### config.mk
export PLATFORM = sky130hd
export DESIGN_NAME = spi_reg_bank
export DESIGN_NICKNAME = d
export VERILOG_FILES = /design/src/rtl/spi_reg_bank.sv
export SDC_FILE = /design/constraint.sdc
export NUM_CORES = 2
export LEC_CHECK = 0
export BUFFER_PORTS_ARGS = -buffer_cell sky130_fd_sc_hd__buf_2
export CAP_MARGIN = 15
export CORE_ASPECT_RATIO = 0.9
export CORE_MARGIN = 5
export CORE_UTILIZATION = 45
export DETAILED_ROUTE_END_ITERATION = 7
export PLACE_DENSITY_LB_ADDON = 0.05
export SYNTH_ARGS = -nofsm -noshare
export SYNTH_HDL_FRONTEND = slang
export SYNTH_SLANG_ARGS = --single-unit
### constraint.sdc
create_clock -name Clk -period 3.25 [get_ports Clk]
set_input_delay 0.325 -clock Clk [delete_from_list [all_inputs] [get_ports Clk]]
set_output_delay 0.325 -clock Clk [all_outputs]
set_load 0.02 [all_outputs]
### src/rtl/spi_reg_bank.sv
// Register bank behind the SPI slave: decodes address/data strobes into reads and writes.
// Also provides an ID register, a write counter, a saturating error counter and a side read port.
module spi_reg_bank #(
  parameter int                    DATA_WIDTH     = 32,
  parameter int                    ADDR_WIDTH     = 16,
  parameter int                    REG_COUNT      = 64,
  parameter logic [DATA_WIDTH-1:0] ID_VALUE       = 32'h5350_4901,
  parameter logic [DATA_WIDTH-1:0] BAD_READ_VALUE = 32'hDEAD_BEEF
) (
  input  logic                  Clk,
  input  logic                  Rst,
  input  logic                  RWType,
  input  logic [ADDR_WIDTH-1:0] RXAddr,
  input  logic                  RXAddrValid,
  input  logic [DATA_WIDTH-1:0] RXData,
  input  logic                  RXDataValid,
  output logic [DATA_WIDTH-1:0] TXData,
  output logic                  TXDataValid,
  input  logic [ADDR_WIDTH-1:0] HostAddr,
  output logic [DATA_WIDTH-1:0] HostRdData,
  output logic [15:0]           WrCount,
  output logic [7:0]            ErrCount
);
  localparam int IDX_W = (REG_COUNT > 1) ? $clog2(REG_COUNT) : 1;

  localparam logic [1:0] IDLE      = 2'd0;
  localparam logic [1:0] READ      = 2'd1;
  localparam logic [1:0] WAIT_DATA = 2'd2;

  logic [1:0]            state_q, state_d;
  logic                  av_q, dv_q;
  logic [ADDR_WIDTH-1:0] addr_q, addr_d;
  logic [DATA_WIDTH-1:0] tx_q, tx_d;
  logic                  txv_q, txv_d;
  logic [DATA_WIDTH-1:0] host_q, host_d;
  logic [15:0]           wrcnt_q, wrcnt_d;
  logic [7:0]            errcnt_q, errcnt_d;
  logic [DATA_WIDTH-1:0] regs_q [REG_COUNT];

  logic addr_rise, data_rise, wr_en, err_inc;

  assign addr_rise = RXAddrValid & ~av_q;
  assign data_rise = RXDataValid & ~dv_q;

  function automatic logic in_range(input logic [ADDR_WIDTH-1:0] a);
    return a < ADDR_WIDTH'(REG_COUNT);
  endfunction

  // Reg 0/1 are synthesized from constants/counters; storage slots 0/1 stay zero.
  function automatic logic [DATA_WIDTH-1:0] rd_word(input logic [ADDR_WIDTH-1:0] a);
    if (a == ADDR_WIDTH'(0))      return ID_VALUE;
    else if (a == ADDR_WIDTH'(1)) return {{(DATA_WIDTH-16){1'b0}}, wrcnt_q};
    else if (in_range(a))         return regs_q[a[IDX_W-1:0]];
    else                          return BAD_READ_VALUE;
  endfunction

  always_comb begin
    state_d = state_q;
    addr_d  = addr_q;
    tx_d    = tx_q;
    txv_d   = txv_q;
    wr_en   = 1'b0;
    err_inc = 1'b0;
    case (state_q)
      IDLE, WAIT_DATA: begin
        // A fresh address edge also aborts a pending write frame.
        if (addr_rise) begin
          addr_d = RXAddr;
          if (!RWType) begin
            state_d = READ;
            tx_d    = rd_word(RXAddr);
            txv_d   = 1'b1;
            err_inc = ~in_range(RXAddr);
          end else begin
            state_d = WAIT_DATA;
          end
        end else if (state_q == WAIT_DATA && data_rise) begin
          state_d = IDLE;
          if (!in_range(addr_q))              err_inc = 1'b1;
          else if (addr_q >= ADDR_WIDTH'(2))  wr_en   = 1'b1;
        end
      end
      READ: begin
        if (!RXAddrValid) begin
          state_d = IDLE;
          tx_d    = '0;
          txv_d   = 1'b0;
        end
      end
      default: state_d = IDLE;
    endcase
    wrcnt_d  = wrcnt_q + {15'd0, wr_en};
    errcnt_d = (err_inc && errcnt_q != 8'hFF) ? errcnt_q + 8'd1 : errcnt_q;
    host_d   = rd_word(HostAddr);
  end

  always_ff @(posedge Clk) begin
    if (Rst) begin
      state_q  <= IDLE;
      av_q     <= 1'b0;
      dv_q     <= 1'b0;
      addr_q   <= '0;
      tx_q     <= '0;
      txv_q    <= 1'b0;
      host_q   <= '0;
      wrcnt_q  <= '0;
      errcnt_q <= '0;
      for (int i = 0; i < REG_COUNT; i++) regs_q[i] <= '0;
    end else begin
      state_q  <= state_d;
      av_q     <= RXAddrValid;
      dv_q     <= RXDataValid;
      addr_q   <= addr_d;
      tx_q     <= tx_d;
      txv_q    <= txv_d;
      host_q   <= host_d;
      wrcnt_q  <= wrcnt_d;
      errcnt_q <= errcnt_d;
      if (wr_en) regs_q[addr_q[IDX_W-1:0]] <= RXData;
    end
  end

  assign TXData      = tx_q;
  assign TXDataValid = txv_q;
  assign HostRdData  = host_q;
  assign WrCount     = wrcnt_q;
  assign ErrCount    = errcnt_q;
endmodule

# Word-level counts from Yosys, hierarchy flattened
# Memories as Yosys holds them, arrays and structs flattened.
# Cells that the tools add are included.
# op_classes
addsub,2
magnitude_cmp,4
eq_ne,9
muxes,37
bitwise,6
reduce_logical,14
# ops
op,n
$mux W32,8
$pmux W32 S2,1
$mux W31,2
$lt A16 B7 Y1 const B,3
$eq A16 B1 Y1 const B,2
$logic_not A16 Y1,2
$reduce_or A32 Y1,1
$mux W1,19
$add A16 B1 Y16,1
$ge A16 B2 Y1 const B,1
$add A8 B1 Y8 const B,1
$mux W2,4
$ne A8 B8 Y1 const B,1
$mux W6,1
$ne A2 B2 Y1 const B,3
$not A1 Y1,4
$pmux W2 S2,1
$reduce_and A2 Y1,2
$reduce_and A4 Y1,1
$reduce_or A2 Y1,2
$reduce_or A4 Y1,1
$ne A3 B3 Y1 const B,1
$reduce_or A3 Y1,1
$and A1 B1 Y1,2
other kinds (6),7
# word_totals
reg_bits,109
mem_bits_rw,2048
inputBits,69
out_inout_bits,89
word_cells,85
n_memories,1
# mem_list
name,depth,width,rd,rd_clocked_by_memory_dff,wr,line_no,source
regs_q,64,32,2,0,64,38,logic [DATA_WIDTH-1:0] regs_q [REG_COUNT];

# Depth between registers and ports, before layout
# depth
ltp_word,11
depth_mapped,12
mapped_depth_nobuf,9

# Least setup slack after synthesis
# OpenSTA, ideal clock, no wires.
# synth_timing
path_kind,register to register
start,reg state_q[0]
end,"mem regs_q[41][0], enable pin"
setup_time_ns,0.375
t_arrival_ns,2.488
required_time_ns,2.875
setup_slack_ns,0.387
path_stages_with_launch,7
path_buffers,1
period_less_slack_ns,2.863
path_cell_list,dfxtp_1 > clkbuf_1 > or4_1 > nor4_4 > nand4b_1 > nor2_1 > or2_2
# synth_lines
element,line_no,source
"start, declared",30,"logic [1:0] state_q, state_d;"
"start signal, assigned",110,state_q <= state_d;
"end, declared",38,

# Final worst setup path
# layout_timing
start,in RXAddr[10]
end,"reg tx_q[27], in the netlist TXData[27]"
# layout_via
elab_chain_cells,7
word_cells_on_any_way,9
classes_between,order compare: 1; eq/ne: 1; mux: 6; reduce/logical: 1
# layout_lines
element,line_no,source
"start, declared",13,"input logic [ADDR_WIDTH-1:0] RXAddr,"
$lt A16 B7 Y1,46,return a < ADDR_WIDTH'(REG_COUNT);
$mux W32,53,else if (in_range(a)) return regs_q[a[IDX_W-1:0]];
$mux W32,52,"else if (a == ADDR_WIDTH'(1)) return {{(DATA_WIDTH-16){1'b0}}, wrcnt_q};"
$mux W32 *,51,if (a == ADDR_WIDTH'(0)) return ID_VALUE;
$mux W32 *,69,if (!RWType) begin
$mux W32 *,67,if (addr_rise) begin
$pmux W32 S2 *,64,case (state_q)
"end signal, assigned",114,tx_q <= tx_d;
"end, declared",33,"logic [DATA_WIDTH-1:0] tx_q, tx_d;"
# Every way passes the cells marked *; elsewhere a longest branch is shown, timed or not. The select of a mux whose other input is x is not followed.
# A chain may end at the register's enable or synchronous reset.

==> qor.yml <==
cts:
  clockBufferDepth: 4
  cts_tree: "done"
  root_buffer: "clkbuf_16"
  cts_buffers: 242
  htree_levels: 4
  cts.sinks: 2157
  path_clk_slew_ns: 0.07
  clock_latency_ns: 0.92
worst_setup_path:
  cp.arrival_ns: 4.06
  cpMostUsedCell: "buf_4"
  required_ns: 4.03
  cp_slowest_cell: "a31oi_1"
  crit_start: "RXAddr[10]"
  cp_num_buf_inv: 5
  cp_top_family: "buffers and inverters"
  critPathKind: "in2reg"
  slowest_delay_ns: 0.60
  crit_path_cell_trace: "dlygate4sd3_1 > buf_2 > or4_1 > or3_1 > buf_12 > a31oi_1 > buf_4 > nand3_1 > buf_4 > a221oi_1 > o21ai_0"
  reg2reg_from: "addr_q[4]"
  end_kind: "flip-flop"
  ff2ff_path_depth: 9
  cp_max_fo: 11
  startpoint_type: "input pin"
  r2r-end: "regs_q[21][12]"
  regToRegSetupSlack_ns: -0.01
sta:
  worst_slew_pin_slew_ns: 1.35
  setup-tns-final_ns: -0.0633
  setup_ws_ns: -0.0295
  finalHoldViolations: 0
  fin_crit_sh: 1.01
  rsz0062_at_grt: "no"
  fmax_mhz: 305
  setup_viol: 6
  period_minus_slack_ns: 3.28
  fin_skew_ns: 0.0467
  final_max_slew_viol_count: 0
  maxSlewHeadroom: 0.0901
place:
  gp_congestion: 1.02
  place_area_sq_mm: 0.124
  hpwl_mm: 341
  io_buffer_count: 157
synthesis:
  synth_edf_count: 2048
  syn_inst: 7773
  postSynth.asyncResetShare: 0
  postSynthAreaPerCell_sq_um: 14.5
  ys_seq_area_frac: 0.564
  syn_area_sq_mm: 0.113
  synth_cell_types: 66
  ys_ff_latch: 2157
  synth_ff_type: "edfxtp_1"
  yosysWarnings: 0
detailed_routing:
  drtIter0Drc: 12600
  totalWireLength_mm: 493
  routed_wire_length_per_instance_um: 41.3
  postRouteAntennaNets: 0
  avgViaCountPerCell: 6.58
  first_pass_iters: 5
  route.vias.total: 78600
  drc_errors: 0
cells_and_area:
  drive_gt1_frac: 0.289
  fin_nets: 8439
  final_cell_mix: "edfxtp_1 (2048), and2_1 (1992), mux4_2 (910)"
  area_growth_pct: 17.4
  final_common_cell: "edfxtp_1"
  nFillCells: 20700
  finalInstanceArea_sq_mm: 0.133
floorplanning:
  num_rows: 174
  die_area_sq_mm: 0.261
  die_h_um: 485
  die_x_um: 538
  ios: 158
  core_sq_mm: 0.250
  initial_utilization: 0.452
global_route:
  grt.total_usage: 0.372
  grt_pass1_vias: 75300
  grt_max_degree: 64
  antenna_found_initial: 68
  overflow: 0
  grt_first_pass_wirelength_mm: 660
power_and_ir_drop:
  p_sw_uw: 17600
  swShare: 0.260
  max-vdd-ir-drop_v: 0.000456
  power_frac_clock: 0.406
  p_seq_frac: 0.469
  power_uw: 67800
  p_leak_uw: 0.0493
  power.internal_uw: 50200
  power-per-cell-area_mw_per_mm2: 512
  combPwrFrac: 0.125
outcome:
  violations: "setup timing"
  status: "finished, violations left"
hold_path:
  holdPathEnd: "regs_q[40][11]"
  min-delay-start: "RXData[11]"
  hold_depth: 2
  hp-class: "in2reg"
flow_run:
  maxCapViolCount: 0
[final cells by class]
type	instances	area (sq um)	area share
Sequential cell	2157	63700	0.481
Multi-Input combinational cell	4873	46500	0.351
Timing Repair Buffer	1082	10300	0.0776
Clock buffer	323	6550	0.0494
Tap cell	3344	4180	0.0316
Clock inverter	121	1150	0.00869
Antenna cell	35	87.6	0.000661
Inverter	11	42.5	0.000321
[worst max-delay path by stage]
stage	endpoint	cells past startpoint
6_report	TXData[27]	11
5_1_grt	regs_q[21][12]	9
4_1_cts	TXData[15]	9
3_5_place_dp	TXData[27]	10
3_3_place_gp	TXData[27]	10
2_1_floorplan	regs_q[41][0]	6
[kinds of logic after synthesis]
family / Yosys count / share of synthesized area
AND/OR/NAND/NOR: 2702 / 0.140
AO/OA/AOI/OAI: 712 / 0.0425
multiplexers: 1374 / 0.223
adder cells (fa/ha/maj): 3 / 0.000333
other: 1 / 0.0000332
buffers and inverters: 806 / 0.0283
XOR/XNOR: 18 / 0.00140
flip-flops: 2157 / 0.564
[state kept, by name, indices dropped and copies added, names as in the netlist]
register / cells
regs_q: 2048
HostRdData: 32
TXData: 32
WrCount: 16
addr_q: 16
ErrCount: 8
state_q: 2
TXDataValid: 1
av_q: 1
dv_q: 1
[metrics by stage]
step	worst slack [ns]	cells	util	hold slack, ns
6_report	-0.0295	11900	0.531	0.0606
5_1_grt	0.00808	11900	0.530	0.0165
4_1_cts	0.0321	11900	0.530	0.00729
3_5_place_dp	-0.531	11400	0.498	0.451
3_3_place_gp	-0.510	11400	0.498	0.445
2_1_floorplan	0.387	7836	-	0.436
[power groups by stage]
stage	sequential (uW)	combinational [uW]	clock [uW]
2_1_floorplan	32200	3840	0
4_1_cts	31800	8280	27700
6_report	31800	8480	27500
3_3_place_gp	32300	8220	0
3_5_place_dp	32400	8240	0
5_1_grt	31900	8560	28800
[routing by layer]
metal | vias up | part of all wire | track usage
met5 | - | 0.00078 | 0
met1 | 41300 | 0.38 | 0.506
met3 | 1044 | 0.13 | 0.119
met4 | 28 | 0.067 | 0.199
li1 | 30900 | - | -
met2 | 5345 | 0.43 | 0.532
[repair_timing]
action                      CTS  global route
gates cloned                  0             0
hold endpoints to repair     46             0
pin swaps                     1             0
hold buffers                 23             0
buffers inserted              1             0
setup endpoints to repair  1337             6
resized for setup             0             2
[synth_stat cells (all sizes together) (4+ instances only)]
cell,number,area (sq um)
nand2b,14,87.6
inv,10,37.5
xor2,6,52.6
nor2,159,597
and3,15,93.8
nand3,76,380
dfxtp,109,2180
nor2b,33,206
a221o,5,50.1
a221oi,61,534
nor4,15,109
a31oi,36,225
mux2i,444,4440
o2111ai,7,61.3
nand2,248,931
edfxtp,2048,61500
o221ai,5,43.8
a2111oi,21,184
a211oi,19,143
o211ai,29,218
mux2,20,225
nor3,30,150
nand3b,5,37.5
or2,68,425
clkbuf,593,2230
nor3b,4,30.0
a22oi,196,1470
nand4,19,119
and2,1996,12500
o22ai,41,257
xnor2,12,105
mux4,910,20500
buf,202,928
o31ai,10,75.1
a21oi,138,691
or3,9,56.3
o21ai,114,571
a211o,4,35.0
Power figures use the tool's default switching activity.
